`src/rtl/conv1_ifmap_feeder.sv`:
```
// conv1_ifmap_feeder: assembles pixel columns and weights for the conv1 PE array; CONV1_COL_PAD_EN adds zero border columns
module conv1_ifmap_feeder #(
    parameter int ROWS   = 26,
    parameter int DW     = 8,
    parameter int COLS   = 26,
    parameter int KW     = 3,
    parameter int PE_LAT = 2
) (
    input  logic               clk,
    input  logic               rst,
    input  logic               start,
    input  logic               wt_reload,
    input  logic               wt_valid,
    output logic               wt_ready,
    input  logic [47:0]        wt_data,
    input  logic               px_valid,
    output logic               px_ready,
    input  logic [DW-1:0]      px_data,
    output logic [ROWS*DW-1:0] Ifmap_shift_in,
    output logic [47:0]        Filtr_in_0,
    output logic [47:0]        Filtr_in_1,
    output logic [47:0]        Filtr_in_2,
    output logic               en,
    output logic               psum_valid,
    output logic               busy,
    output logic               frame_done
);
    localparam int RW = $clog2(ROWS);
    localparam int CW = 9;

    typedef enum logic [2:0] {IDLE, WLOAD, FILL, ISSUE, DRAIN} state_t;

    state_t                  r_state, w_next, w_after_load;
    logic [RW-1:0]           r_row;
    logic [CW-1:0]           r_col;
    logic [1:0]              r_wcnt;
    logic [3:0]              r_dcnt;
    logic [(ROWS-1)*DW-1:0]  r_stage;
    logic [ROWS*DW-1:0]      r_ifmap;
    logic [47:0]             r_f0, r_f1, r_f2;
    logic [PE_LAT-1:0]       r_pipe;
    logic                    w_px_hs, w_wt_hs, w_last_col, w_pad_next, w_tag;

`ifdef CONV1_COL_PAD_EN
    localparam int NCOLS = COLS + 2;
    assign w_after_load = ISSUE;
    assign w_pad_next   = r_col == CW'(NCOLS - 2);
`else
    localparam int NCOLS = COLS;
    assign w_after_load = FILL;
    assign w_pad_next   = 1'b0;
`endif

    assign wt_ready       = r_state == WLOAD;
    assign px_ready       = r_state == FILL;
    assign en             = r_state == ISSUE;
    assign busy           = r_state != IDLE;
    assign frame_done     = r_state == DRAIN && r_dcnt == 4'(PE_LAT - 1);
    assign w_wt_hs        = wt_valid & wt_ready;
    assign w_px_hs        = px_valid & px_ready;
    assign w_last_col     = r_col == CW'(NCOLS - 1);
    assign w_tag          = en && r_col >= CW'(KW - 1);
    assign psum_valid     = r_pipe[PE_LAT-1];
    assign Ifmap_shift_in = r_ifmap;
    assign Filtr_in_0     = r_f0;
    assign Filtr_in_1     = r_f1;
    assign Filtr_in_2     = r_f2;

    // state register
    always_ff @(posedge clk or posedge rst) begin
        if (rst) r_state <= IDLE;
        else     r_state <= w_next;
    end

    // next-state: ISSUE always lasts one cycle; padded columns chain ISSUE to ISSUE
    always_comb begin
        w_next = r_state;
        case (r_state)
            IDLE:    if (start) w_next = wt_reload ? WLOAD : w_after_load;
            WLOAD:   if (w_wt_hs && r_wcnt == 2'd2) w_next = w_after_load;
            FILL:    if (w_px_hs && r_row == RW'(ROWS - 1)) w_next = ISSUE;
            ISSUE:   w_next = w_last_col ? DRAIN : w_pad_next ? ISSUE : FILL;
            DRAIN:   if (r_dcnt == 4'(PE_LAT - 1)) w_next = IDLE;
            default: w_next = IDLE;
        endcase
    end

    // datapath: staging rows, issued column, weights, counters and psum latency pipe
    always_ff @(posedge clk or posedge rst) begin
        if (rst) begin
            r_row   <= '0;
            r_col   <= '0;
            r_wcnt  <= '0;
            r_dcnt  <= '0;
            r_stage <= '0;
            r_ifmap <= '0;
            r_f0    <= '0;
            r_f1    <= '0;
            r_f2    <= '0;
            r_pipe  <= '0;
        end else begin
            if (w_px_hs && r_row != RW'(ROWS - 1)) r_stage[r_row*DW +: DW] <= px_data;
            r_row <= w_px_hs ? (r_row == RW'(ROWS - 1) ? '0 : r_row + 1'b1) : r_row;
            if (w_next == ISSUE) r_ifmap <= (r_state == FILL) ? {px_data, r_stage} : '0;
            if (w_next == IDLE) r_col <= '0;
            else if (en) r_col <= r_col + 1'b1;
            r_dcnt <= (r_state == DRAIN) ? r_dcnt + 1'b1 : '0;
            r_wcnt <= w_wt_hs ? (r_wcnt == 2'd2 ? '0 : r_wcnt + 1'b1) : r_wcnt;
            if (w_wt_hs && r_wcnt == 2'd0) r_f0 <= wt_data;
            if (w_wt_hs && r_wcnt == 2'd1) r_f1 <= wt_data;
            if (w_wt_hs && r_wcnt == 2'd2) r_f2 <= wt_data;
            r_pipe <= PE_LAT'({r_pipe, w_tag});
        end
    end
endmodule

```
`config.mk`:
```
export PLATFORM = sky130hd
export DESIGN_NAME = conv1_ifmap_feeder
export DESIGN_NICKNAME = d
export VERILOG_FILES = /design/src/rtl/conv1_ifmap_feeder.sv
export SDC_FILE = /design/constraint.sdc
export NUM_CORES = 1
export LEC_CHECK = 0
export ABC_CLOCK_PERIOD_IN_PS = 23500
export CORE_AREA = 2 2 213 215
export CTS_BUF_LIST = sky130_fd_sc_hd__clkbuf_16
export CTS_CLUSTER_SIZE = 30
export DETAILED_ROUTE_END_ITERATION = 6
export DIE_AREA = 0 0 215 217
export PLACE_DENSITY = 0.82
export SYNTH_ARGS = -nofsm -noshare
export SYNTH_HDL_FRONTEND = slang
export SYNTH_SLANG_ARGS = --single-unit
```
`constraint.sdc`:
```
create_clock -name clk -period 23.5 [get_ports clk]
set_input_delay 4.7 -clock clk [delete_from_list [all_inputs] [get_ports clk]]
set_output_delay 4.7 -clock clk [all_outputs]
set_load 0.1 [all_outputs]
```
==> results.py <==
metrics = {
    "status": {
        "status": "completed",
    },
    "timing": {
        "setup_viol": 0,
        "relSlewSlack": 0.212,
        "hold_viol_final": 0,
        "post-route-period-util": 0.338,
        "grt_setup_unrepaired": "false",
        "min_period_ns": 7.94,
        "max_freq_mhz": 126,
        "worstMarginPinSlew_ns": 1.18,
        "fin_worst_skew_ns": 0.0186,
        "final.setup.tns_ns": 0,
        "drv_slew": 0,
    },
    "final_layout": {
        "syn_to_final_growth_pct": 27.3,
        "stdcell_count": 2878,
        "drive_above_1_share": 0.199,
        "fillers": 3331,
        "final_net_count": 2305,
    },
    "die": {
        "dieWidth_um": 215,
        "core_area_sq_um": 44700,
        "die_h_um": 217,
        "initial_core_util": 0.511,
        "row_count": 78,
        "io_pins": 420,
        "die_area_sq_um": 46700,
    },
    "placement": {
        "gp_congestion": 0.793,
        "io_buffers": 419,
        "placed_cells": 2776,
        "post-dp-hpwl_um": 38800,
    },
    "grt": {
        "grtUsageTotal": 0.251,
        "antenna_found_initial": 1,
        "grt_pass1_vias": 16099,
        "grt_max_degree": 323,
        "grt_pass1_wl_um": 91800,
        "overflow": 0,
    },
    "yosys": {
        "syn_avg_cell_area_sq_um": 12.2,
        "syn_area_sq_um": 22800,
        "synth_flop_cell": "dfrtp_1",
        "ys_seq_area_frac": 0.632,
        "ys_ff_latch": 577,
        "synthTopCellsByCount": "dfrtp_1, nand2_1, mux2_2",
        "mappedNetlistNets": 1946,
        "yosys_warnings": 0,
        "yosys.area.top_type_share": 0.632,
        "synth_most_common_cell": "dfrtp_1",
        "ys_types": 54,
        "synthCells": 1875,
        "async_reset_ff_frac": 1.00,
        "synth_edf_count": 0,
        "yosysTopAreaCell": "dfrtp_1",
        "netlist_top_cells_area": "dfrtp_1, mux2_2, nand2_1, o21ai_0, clkbuf_1",
    },
    "setup_path": {
        "path_max_fanout": 49,
        "critPathLaunch": "r_state[1]",
        "path_buf_inv": 2,
        "cp_slowest_stage_delay_ns": 1.31,
        "worstReg2RegEnd": "r_stage[37]",
        "path_cells": "nor3b_2, buf_4, clkdlybuf4s50_1",
        "crit_arrival_ns": 3.24,
        "critPathTopFamily": "buffers and inverters",
        "r2r-start": "r_row[0]",
        "rr_worst_depth": 8,
        "path_class": "flip-flop to output port",
        "slowest_stage": "clkdlybuf4s50_1",
        "r2r_slack_ns": 19.14,
        "worstSetupEndpointType": "output port",
        "crit_path_start_kind": "flip-flop",
        "cp.required_ns": 18.80,
    },
    "min_path": {
        "hold_start": "r_pipe[0]",
        "hp-class": "flip-flop to flip-flop",
        "hold_end": "r_pipe[1]",
        "min_path_cells": 0,
    },
    "clocking": {
        "cts_setup_buffers": 0,
        "ctsHoldBuffers": 0,
        "cts.sinks": 577,
        "cts_tree": "built",
        "clkLatencyLatePin_ns": 0.61,
        "cts_resized": 0,
        "clock-root-buffer": "clkbuf_16",
        "cts_max_level": 2,
        "path_clk_slew_ns": 0.06,
        "clockBufferDepth": 3,
        "numCtsBuffers": 56,
    },
    "power": {
        "leakagePower_nw": 13.4,
        "power_switching_w": 0.00165,
        "power_density_nw_per_um2": 128,
        "pwr-share-clk": 0.225,
        "p_total_w": 0.00373,
        "p_seq_frac": 0.373,
        "peakVddDrop_mv": 0.103,
        "comb_power_share": 0.402,
        "swShare": 0.443,
        "power.internal_w": 0.00208,
    },
    "job": {
        "maxCapViolCount": 0,
    },
    "route": {
        "dr.pass1.iters": 5,
        "ant_nets": 0,
        "via_per_inst": 5.37,
        "dr_wl_met2_um": 28400,
        "drt-wirelength-per-cell_um": 20.2,
        "dr.max_layer_used": "met4",
        "vias": 15469,
        "drc": 0,
        "wl_um": 58200,
        "drt-initial-drc-count": 1254,
        "met3WireLength_um": 5090,
        "drt-met1-wl_um": 23700,
    },
}
[area by class of cell]
class	instances	area, sq um	share of cell area
flip-flops and latches	577	14400	0.497
multi-input cells	1152	7810	0.269
repair buffers	433	4310	0.148
clock buffers	57	1430	0.0491
well taps	600	751	0.0258
clock inverters	44	274	0.00943
inverters	14	60.1	0.00207
diodes	1	2.50	0.0000861
[worst max path at each step]
| stage | to | slack (ns) | cells after the start |
|---|---|---|---|
| final | px_ready | 15.56 | 3 |
| after detailed placement | r_stage[30] | 15.70 | 4 |
| after global routing | px_ready | 15.41 | 3 |
| after CTS | px_ready | 15.52 | 3 |
| after global placement | Ifmap_shift_in[11] | 15.79 | 4 |
| after floorplan | Filtr_in_0[0] | 2.66 | 1 |
[power groups by stage]
stage	Combinational [W]	Clock [W]	Sequential (W)
after global routing	0.00157	0.000900	0.00142
after global placement	0.00147	0	0.00139
after floorplan	0.000390	0	0.00213
final	0.00150	0.000839	0.00139
after detailed placement	0.00150	0	0.00140
after CTS	0.00151	0.000861	0.00139
[registers in the layout, indices dropped and copies added, names as in the netlist]
signal and flops:
r_wcnt 2, r_pipe 2, Ifmap_shift_in 208, r_stage 200
r_row 5, r_dcnt 4, r_state 3, Filtr_in_2 48
Filtr_in_0 48, Filtr_in_1 48, r_col 9
[cells in the final DEF, fill, tap and decap left out, types with 4 or more instances in the layout]
cell type	Yosys	final
clkbuf_16	0	57
nor2_1	18	18
clkinv_2	0	6
nand3_1	7	7
ha_1	9	9
o21ai_0	216	216
and2_1	7	7
buf_4	6	13
clkdlybuf4s50_1	0	419
mux2_2	340	340
nor3_1	6	5
dfrtp_1	577	577
or3_1	15	15
nand4_1	7	7
a211oi_4	4	4
inv_1	14	22
a21oi_1	10	10
mux2_1	4	4
nor3_2	4	5
clkinv_1	0	21
xnor2_1	8	8
nand2_1	439	437
a31oi_1	4	4
[metal layers]
metal / global-route usage / vias up
met5: 0 / -
met4: 0.0628 / 0
met3: 0.0836 / 77
met2: 0.420 / 517
met1: 0.317 / 7811
li1: - / 7064
[through the flow]
step                      utilization  hold slack (ns)  worst slack [ns]  cell area, sq um
after floorplan                     -            0.331              2.66             22800
after global placement          0.612            0.344             15.79             27400
after detailed placement        0.612            0.346             15.70             27400
after CTS                       0.650            0.349             15.52             29100
after global routing            0.650            0.363             15.41             29100
final                           0.650            0.346             15.56             29100
[logic make-up (layout without fill, tap and decap cells)]
| kind of cell | Yosys count | in the layout | share of synthesized area |
|---|---|---|---|
| fa+ha+maj | 9 | 9 | 0.00493 |
| simple gates | 536 | 536 | 0.0994 |
| xor+xnor | 11 | 11 | 0.00422 |
| other cells | 0 | 1 | 0 |
| flops | 577 | 577 | 0.632 |
| mux | 344 | 344 | 0.170 |
| compound gates | 252 | 252 | 0.0628 |
| buf+inv | 146 | 548 | 0.0270 |
Power figures use the tool's default switching activity.
